$ cat config.mk
export PLATFORM = sky130hd
export DESIGN_NAME = multicycle_ctrl
export DESIGN_NICKNAME = d
export VERILOG_FILES = /design/src/rtl/typedefs_pkg.sv /design/src/rtl/alu_decoder.sv /design/src/rtl/multicycle_ctrl.sv
export SDC_FILE = /design/constraint.sdc
export NUM_CORES = 1
export LEC_CHECK = 0
export BUFFER_PORTS_ARGS = -buffer_cell sky130_fd_sc_hd__buf_4
export CORE_ASPECT_RATIO = 1.5
export CORE_MARGIN = 2
export CORE_UTILIZATION = 50
export CTS_CLUSTER_SIZE = 16
export DETAILED_ROUTE_END_ITERATION = 12
export PLACE_DENSITY = 0.88
export SLEW_MARGIN = 20
export SYNTH_ARGS = -nofsm -noshare
export SYNTH_HDL_FRONTEND = slang
export SYNTH_SLANG_ARGS = --single-unit
$ cat constraint.sdc
create_clock -name clk -period 3 [get_ports clk]
set_input_delay 0.6 -clock clk [delete_from_list [all_inputs] [get_ports clk]]
set_output_delay 0.6 -clock clk [all_outputs]
set_load 0.01 [all_outputs]
$ cat src/rtl/typedefs_pkg.sv
// Shared types for the RV32I core: ALU operation codes, controller states,
// opcode constants and the instruction-class decode used by the sequencer.
package typedefs_pkg;

  typedef enum logic [3:0] {
    ALU_ADD  = 4'd0,
    ALU_SUB  = 4'd1,
    ALU_SLL  = 4'd2,
    ALU_SLT  = 4'd3,
    ALU_SLTU = 4'd4,
    ALU_XOR  = 4'd5,
    ALU_SRL  = 4'd6,
    ALU_SRA  = 4'd7,
    ALU_OR   = 4'd8,
    ALU_AND  = 4'd9
  } aluop_sel_t;

  typedef enum logic [2:0] {
    FETCH     = 3'd0,
    DECODE    = 3'd1,
    EXECUTE   = 3'd2,
    MEM       = 3'd3,
    WRITEBACK = 3'd4,
    TRAP      = 3'd5
  } ctrl_state_t;

  typedef enum logic [3:0] {
    CLS_LUI,
    CLS_AUIPC,
    CLS_JAL,
    CLS_JALR,
    CLS_BRANCH,
    CLS_LOAD,
    CLS_STORE,
    CLS_OP_IMM,
    CLS_OP,
    CLS_ILLEGAL
  } instr_class_t;

  localparam logic [6:0] OPC_LUI    = 7'b0110111;
  localparam logic [6:0] OPC_AUIPC  = 7'b0010111;
  localparam logic [6:0] OPC_JAL    = 7'b1101111;
  localparam logic [6:0] OPC_JALR   = 7'b1100111;
  localparam logic [6:0] OPC_BRANCH = 7'b1100011;
  localparam logic [6:0] OPC_LOAD   = 7'b0000011;
  localparam logic [6:0] OPC_STORE  = 7'b0100011;
  localparam logic [6:0] OPC_OP_IMM = 7'b0010011;
  localparam logic [6:0] OPC_OP     = 7'b0110011;

  // funct7 pattern selecting SUB (OP) and arithmetic right shift (OP/OP-IMM)
  localparam logic [6:0] F7_ALT = 7'b0100000;

  localparam logic [1:0] PC_SRC_PLUS4 = 2'd0;
  localparam logic [1:0] PC_SRC_IMM   = 2'd1;
  localparam logic [1:0] PC_SRC_ALU   = 2'd2;

  localparam logic [1:0] WD_SRC_ALU   = 2'd0;
  localparam logic [1:0] WD_SRC_LOAD  = 2'd1;
  localparam logic [1:0] WD_SRC_PC4   = 2'd2;
  localparam logic [1:0] WD_SRC_IMM   = 2'd3;

  function automatic instr_class_t classify(input logic [6:0] opc);
    case (opc)
      OPC_LUI:    return CLS_LUI;
      OPC_AUIPC:  return CLS_AUIPC;
      OPC_JAL:    return CLS_JAL;
      OPC_JALR:   return CLS_JALR;
      OPC_BRANCH: return CLS_BRANCH;
      OPC_LOAD:   return CLS_LOAD;
      OPC_STORE:  return CLS_STORE;
      OPC_OP_IMM: return CLS_OP_IMM;
      OPC_OP:     return CLS_OP;
      default:    return CLS_ILLEGAL;
    endcase
  endfunction

endpackage

$ cat src/rtl/alu_decoder.sv
// Maps opcode/funct3/funct7 onto the ALU operation. Address, link and
// upper-immediate classes all use ADD; branches use the compare operation.
module alu_decoder
  import typedefs_pkg::*;
(
  input  logic [6:0] opcode,
  input  logic [2:0] funct3,
  input  logic [6:0] funct7,
  output aluop_sel_t alu_sel
);

  logic alt;
  assign alt = (funct7 == F7_ALT);

  always_comb begin
    alu_sel = ALU_ADD;
    case (opcode)
      OPC_OP, OPC_OP_IMM: begin
        case (funct3)
          3'b000:  alu_sel = (opcode == OPC_OP && alt) ? ALU_SUB : ALU_ADD;
          3'b001:  alu_sel = ALU_SLL;
          3'b010:  alu_sel = ALU_SLT;
          3'b011:  alu_sel = ALU_SLTU;
          3'b100:  alu_sel = ALU_XOR;
          3'b101:  alu_sel = alt ? ALU_SRA : ALU_SRL;
          3'b110:  alu_sel = ALU_OR;
          default: alu_sel = ALU_AND;
        endcase
      end
      OPC_BRANCH: begin
        // BEQ/BNE compare by subtraction, the ordered branches by set-less-than
        case (funct3[2:1])
          2'b10:   alu_sel = ALU_SLT;
          2'b11:   alu_sel = ALU_SLTU;
          default: alu_sel = ALU_SUB;
        endcase
      end
      default: alu_sel = ALU_ADD;
    endcase
  end

endmodule

$ cat src/rtl/multicycle_ctrl.sv
// Multi-cycle RV32I sequencer: steps each instruction through
// FETCH/DECODE/EXECUTE/MEM/WRITEBACK, counts retires, traps on bad opcodes.
module multicycle_ctrl
  import typedefs_pkg::*;
(
  input  logic        clk,
  input  logic        rst_n,
  input  logic [6:0]  opcode,
  input  logic [2:0]  funct3,
  input  logic [6:0]  funct7,
  input  logic        ops_equal,
  input  logic        op1_lt_op2,
  input  logic        imem_ready,
  input  logic        dmem_ready,
  output logic        imem_req,
  output logic        dmem_req,
  output logic        dmem_wen,
  output logic        ir_wen,
  output logic        pc_wen,
  output logic [1:0]  pc_src,
  output logic        reg_wen,
  output logic [1:0]  reg_wdata_src,
  output aluop_sel_t  alu_sel,
  output logic        alu_src1,
  output logic        alu_src2,
  output logic        illegal,
  output logic [31:0] instret,
  output logic [2:0]  dbg_state
);

  // Memory handshake: a req is a level held stable (with dmem_wen) until
  // ready is sampled high at a rising edge; that edge completes the access.
  // Ready while the matching req is low has no effect.

  ctrl_state_t  state, state_nxt;
  instr_class_t cls;
  aluop_sel_t   dec_alu;
  logic [31:0]  instret_q;
  logic         illegal_q;
  logic         branch_taken;
  logic         retire;
  logic         alu_drive;
  logic         imem_req_raw, dmem_req_raw, dmem_wen_raw;
  logic         ir_wen_raw, pc_wen_raw, reg_wen_raw;

  assign cls = classify(opcode);

  alu_decoder u_alu_decoder (
    .opcode  (opcode),
    .funct3  (funct3),
    .funct7  (funct7),
    .alu_sel (dec_alu)
  );

  always_comb begin
    case (funct3)
      3'b000:         branch_taken = ops_equal;
      3'b001:         branch_taken = ~ops_equal;
      3'b100, 3'b110: branch_taken = op1_lt_op2;
      3'b101, 3'b111: branch_taken = ~op1_lt_op2;
      default:        branch_taken = 1'b0;
    endcase
  end

  always_ff @(posedge clk or negedge rst_n) begin
    if (!rst_n) begin
      state     <= FETCH;
      instret_q <= '0;
      illegal_q <= 1'b0;
    end else begin
      state <= state_nxt;
      if (retire) instret_q <= instret_q + 32'd1;
      if (state_nxt == TRAP) illegal_q <= 1'b1;
    end
  end

  always_comb begin
    state_nxt     = state;
    imem_req_raw  = 1'b0;
    dmem_req_raw  = 1'b0;
    dmem_wen_raw  = 1'b0;
    ir_wen_raw    = 1'b0;
    pc_wen_raw    = 1'b0;
    reg_wen_raw   = 1'b0;
    pc_src        = PC_SRC_PLUS4;
    reg_wdata_src = WD_SRC_ALU;
    alu_drive     = 1'b0;
    retire        = 1'b0;
    case (state)
      FETCH: begin
        imem_req_raw = 1'b1;
        if (imem_ready) begin
          ir_wen_raw = 1'b1;
          state_nxt  = DECODE;
        end
      end
      DECODE: begin
        case (cls)
          CLS_ILLEGAL: state_nxt = TRAP;
          CLS_LUI:     state_nxt = WRITEBACK;
          default:     state_nxt = EXECUTE;
        endcase
      end
      EXECUTE: begin
        alu_drive = 1'b1;
        if (cls == CLS_LOAD || cls == CLS_STORE) begin
          state_nxt = MEM;
        end else if (cls == CLS_BRANCH) begin
          pc_wen_raw = 1'b1;
          pc_src     = branch_taken ? PC_SRC_IMM : PC_SRC_PLUS4;
          retire     = 1'b1;
          state_nxt  = FETCH;
        end else begin
          state_nxt = WRITEBACK;
        end
      end
      MEM: begin
        // ALU stays on the address computation for the whole access
        alu_drive    = 1'b1;
        dmem_req_raw = 1'b1;
        dmem_wen_raw = (cls == CLS_STORE);
        if (dmem_ready) begin
          if (cls == CLS_STORE) begin
            pc_wen_raw = 1'b1;
            retire     = 1'b1;
            state_nxt  = FETCH;
          end else begin
            state_nxt = WRITEBACK;
          end
        end
      end
      WRITEBACK: begin
        alu_drive   = (cls != CLS_LUI);
        reg_wen_raw = 1'b1;
        pc_wen_raw  = 1'b1;
        retire      = 1'b1;
        state_nxt   = FETCH;
        case (cls)
          CLS_JAL: begin
            pc_src        = PC_SRC_IMM;
            reg_wdata_src = WD_SRC_PC4;
          end
          CLS_JALR: begin
            pc_src        = PC_SRC_ALU;
            reg_wdata_src = WD_SRC_PC4;
          end
          CLS_LOAD: reg_wdata_src = WD_SRC_LOAD;
          CLS_LUI:  reg_wdata_src = WD_SRC_IMM;
          default:  reg_wdata_src = WD_SRC_ALU;
        endcase
      end
      TRAP: state_nxt = TRAP;
      default: state_nxt = FETCH;
    endcase
  end

  // Reset gates every strobe combinationally so an access is dropped at once
  assign imem_req = rst_n & imem_req_raw;
  assign dmem_req = rst_n & dmem_req_raw;
  assign dmem_wen = rst_n & dmem_wen_raw;
  assign ir_wen   = rst_n & ir_wen_raw;
  assign pc_wen   = rst_n & pc_wen_raw;
  assign reg_wen  = rst_n & reg_wen_raw;

  assign alu_sel  = alu_drive ? dec_alu : ALU_ADD;
  assign alu_src1 = alu_drive & (cls == CLS_AUIPC || cls == CLS_JAL);
  assign alu_src2 = alu_drive & ~(cls == CLS_OP || cls == CLS_BRANCH);

  assign illegal   = illegal_q;
  assign instret   = instret_q;
  assign dbg_state = state;

endmodule

==> results by group <==
Synth
  – Post-Synth Adder-Cell Area: 0.009740
  – Largest family of logic cells by synthesized area: simple AND/OR/NAND/NOR gates
  – Top FF cell, synth: dfrtp_1
  – Post-synthesis compound-gate area fraction: 0.09037
  – Number of synthesized flops with an enable pin: 0
  – Synth Area in XOR/XNOR: 0.1250
  – Simple-gate share of the synthesized area: 0.3209
  – Syn nets: between 200 and 300
  – Synth async-reset ratio: 1.000
  – Mapped cell area: approximately 2300 um^2
  – FF+latch count, synth: 36
  – Mapped Cells: 248
  – Warnings, synthesis: 0
  – Synth Area per Inst: just over 9 um^2
  – Mux cell area share after synthesis: 0.01894
  – Post-synthesis cell type count: 54
  – Register area share after synthesis: 0.3896

Route
  – Remaining antenna violation count after routing: 0
  – Met3 wire length: approximately 330 um
  – Wire length on met1: 2.199 mm
  – DRT iter0 DRCs: about 140
  – Max Used Layer: met4
  – Vias per inst: approximately 5.9
  – DRC viols: 0
  – DR vias: ~2100
  – Detailed Routing Iterations Pass 1: 7
  – DR WL met2: between 3 and 4 mm
  – Final WL: between 5 and 6 mm
  – Avg WL per Cell: ~16 um

Setup path
  – CP max stage delay: 0.67 ns
  – Most frequent CP cell: buf_4
  – Req. time, crit path: around 2.4 ns
  – Stages on the worst setup path: 7
  – Setup crit end kind: output pin
  – Crit Path Class: input port to output pin
  – Crit path buf inv count: 2
  – Crit-path max FO: 2
  – CP arrival: roughly 2.3 ns
  – RR Startpoint: dbg_state[0]
  – Slowest stage cell, crit path: or4b_2
  – Setup crit start kind: input port
  – Delay-heaviest family, CP: simple AND/OR/NAND/NOR gates
  – Beginning of the critical path: funct7[2]
  – Worst r2r path cells: 6
  – CP Cell Sequence: buf_4, or4b_2, nor4_2, o21ai_0, a211o_1, a21oi_1, buf_4

Timing
  – Fin Setup TNS: 0 ns
  – Slew of the pin with the lowest slew margin: 0.5203 ns
  – Setup violations, final: 0
  – Slew headroom: 0.6521
  – Setup ws final: 0.1233 ns
  – Max Slew Vio Count: 0
  – Final Hold Violating Endpoints: 0
  – Minimum clock period: around 2.9 ns
  – Skew final: roughly 0.006 ns
  – Period utilization: 0.9589
  – Max Fclk: about 0.35 GHz
  – RSZ-0062 raised after global routing: no

Floorplanning
  – Die height: about 87 um
  – Io pins: 75
  – Width of the chip: around 60 um
  – Initial Util: 0.5133
  – Die footprint: 5196 um^2
  – Row count: 30
  – Core area: 4504 um^2

Placed design
  – Worst slack at placement: slightly below 0.02 ns
  – Number of port buffers: 74
  – HPWL after DPL: 4.216 mm
  – GPL Wtd Cong: 0.8898

Global routing
  – Initial antenna violation count: 0
  – Largest net degree at the start of global routing: 33
  – Overall routing resource usage: 0.2270
  – Vias in the first global route: 2011
  – GR Overflow Total: 0
  – First-pass GRT wire length: ~9.2 mm

Clocking
  – CTS Buf Count: 5
  – Clock latency on the worst-skew pair: approximately 0.29 ns
  – Clk slew on worst S/H paths: roughly 0.07 ns
  – CTS Sinks: 36
  – Root Buffer: clkbuf_8
  – CTS tree: done
  – CTS max path bufs: 2
  – H-tree levels: 2

Layout
  – Share of layout cells above drive strength 1: 0.3113
  – Ant diodes: 0
  – Area delta synth->final: 28.19%
  – Final nets: 341

Power and ir drop
  – Pwr Total: roughly 1.4 mW
  – Peak supply drop: 0.0005173 V
  – Power density cells: 478.9 nW/um^2
  – Static leakage: approximately 1.2 nW

Flow run
  – Max cap viols: 0

Hold path
  – HP Class: input port to asynchronous set/reset pin

Status
  – Status: complete, no violations
==> layout by cell type, fill, tap and decap left out, drive strengths merged, types with 7 or more instances in the layout <==
cell / instances
nand2: 26
clkbuf: 8
a21oi: 9
nor4b: 7
nor4: 14
nor2: 14
dfrtp: 36
nand4: 8
buf: 77
nor3: 14
xor2: 30
==> flip-flops by register name, indices dropped and copies added (netlist names) <==
name / flops
instret: 32
dbg_state: 3
illegal: 1
==> report_power, final <==
group / total (mW) / switching [mW] / internal, mW
clock network: 0.352 / 0.165 / 0.187
logic: 0.451 / 0.256 / 0.195
registers: 0.617 / 0.0801 / 0.537
total: 1.42 / 0.501 / 0.919
==> cells by family (layout without fill, tap and decap cells) <==
kind of cell / after synthesis / after routing
compound gates: 31 / 31
xor+xnor: 33 / 33
fa+ha+maj: 2 / 2
buf+inv: 21 / 91
flops: 36 / 36
mux: 4 / 4
simple gates: 121 / 121
==> worst reg2reg max path: stages, from the launching register on <==
cell     delay, ns
dfrtp_1       0.57
nand2_1       0.09
mux2_2        0.28
o31a_4        0.27
buf_4         0.24
nor4b_1       0.41
xor2_1        0.19
==> area by class of cell <==
cell class | count | area [um^2]
flip-flops and latches | 36 | 900.9
fillers | 361 | 1540
well taps | 48 | 60.06
multi-input cells | 191 | 1313
inverters | 6 | 22.52
clock buffers | 8 | 90.09
repair buffers | 77 | 578.1
==> metrics by stage <==
stage / area, um^2 / hold WS, ns / instances / util
3_3_place_gp: 2868 / 0.4592 / 358 / 0.6367
5_1_grt: 2964 / 0.2016 / 366 / 0.6581
2_1_floorplan: 2312 / 0.3044 / 248 / -
4_1_cts: 2958 / 0.1892 / 366 / 0.6567
3_5_place_dp: 2868 / 0.4745 / 358 / 0.6367
6_report: 2964 / 0.1781 / 366 / 0.6581
==> cells in the mapped netlist (3+ instances only) <==
| master | number | area (um^2) |
|---|---|---|
| o21ai_0 | 6 | 30.03 |
| mux2_2 | 3 | 33.78 |
| nor2_1 | 14 | 52.55 |
| nand2_1 | 26 | 97.59 |
| nor2b_1 | 3 | 18.77 |
| nor3_1 | 14 | 70.07 |
| inv_1 | 6 | 22.52 |
| xor2_1 | 30 | 262.8 |
| xnor2_1 | 3 | 26.28 |
| nor4b_1 | 5 | 43.79 |
| a21oi_1 | 9 | 45.04 |
| or3_1 | 3 | 18.77 |
| nand4_1 | 7 | 43.79 |
| a211oi_1 | 3 | 22.52 |
| nand3_1 | 5 | 25.02 |
| nand2b_1 | 3 | 18.77 |
| clkbuf_1 | 7 | 26.28 |
| and3_1 | 5 | 31.28 |
| dfrtp_1 | 36 | 900.9 |
| nor4_1 | 14 | 87.58 |
==> routing by layer <==
layer,track usage,vias to the layer above
met5,0,-
li1,-,1033
met3,0.02675,7
met2,0.4016,84
met1,0.2765,1025
met4,0.08283,0
==> final timing paths <==
check / end / slack (ns)
worst max register to register: instret[6] / 0.86
worst min-delay path: instret[21] / 0.18
max in group asynchronous: instret[27] / 2.29
min in group clk: instret[31] / 0.48
worst max-delay path: alu_sel[0] / 0.12
worst min register to register: instret[31] / 0.48
==> repair_timing <==
| item | 4_1_cts | 5_1_grt |
|---|---|---|
| gates resized for setup | 0 | 1 |
| setup endpoints to repair | 0 | 1 |
| setup buffers | 0 | 0 |
| hold buffers | 0 | 0 |
No activity file was read; power rests on OpenSTA's default activity.
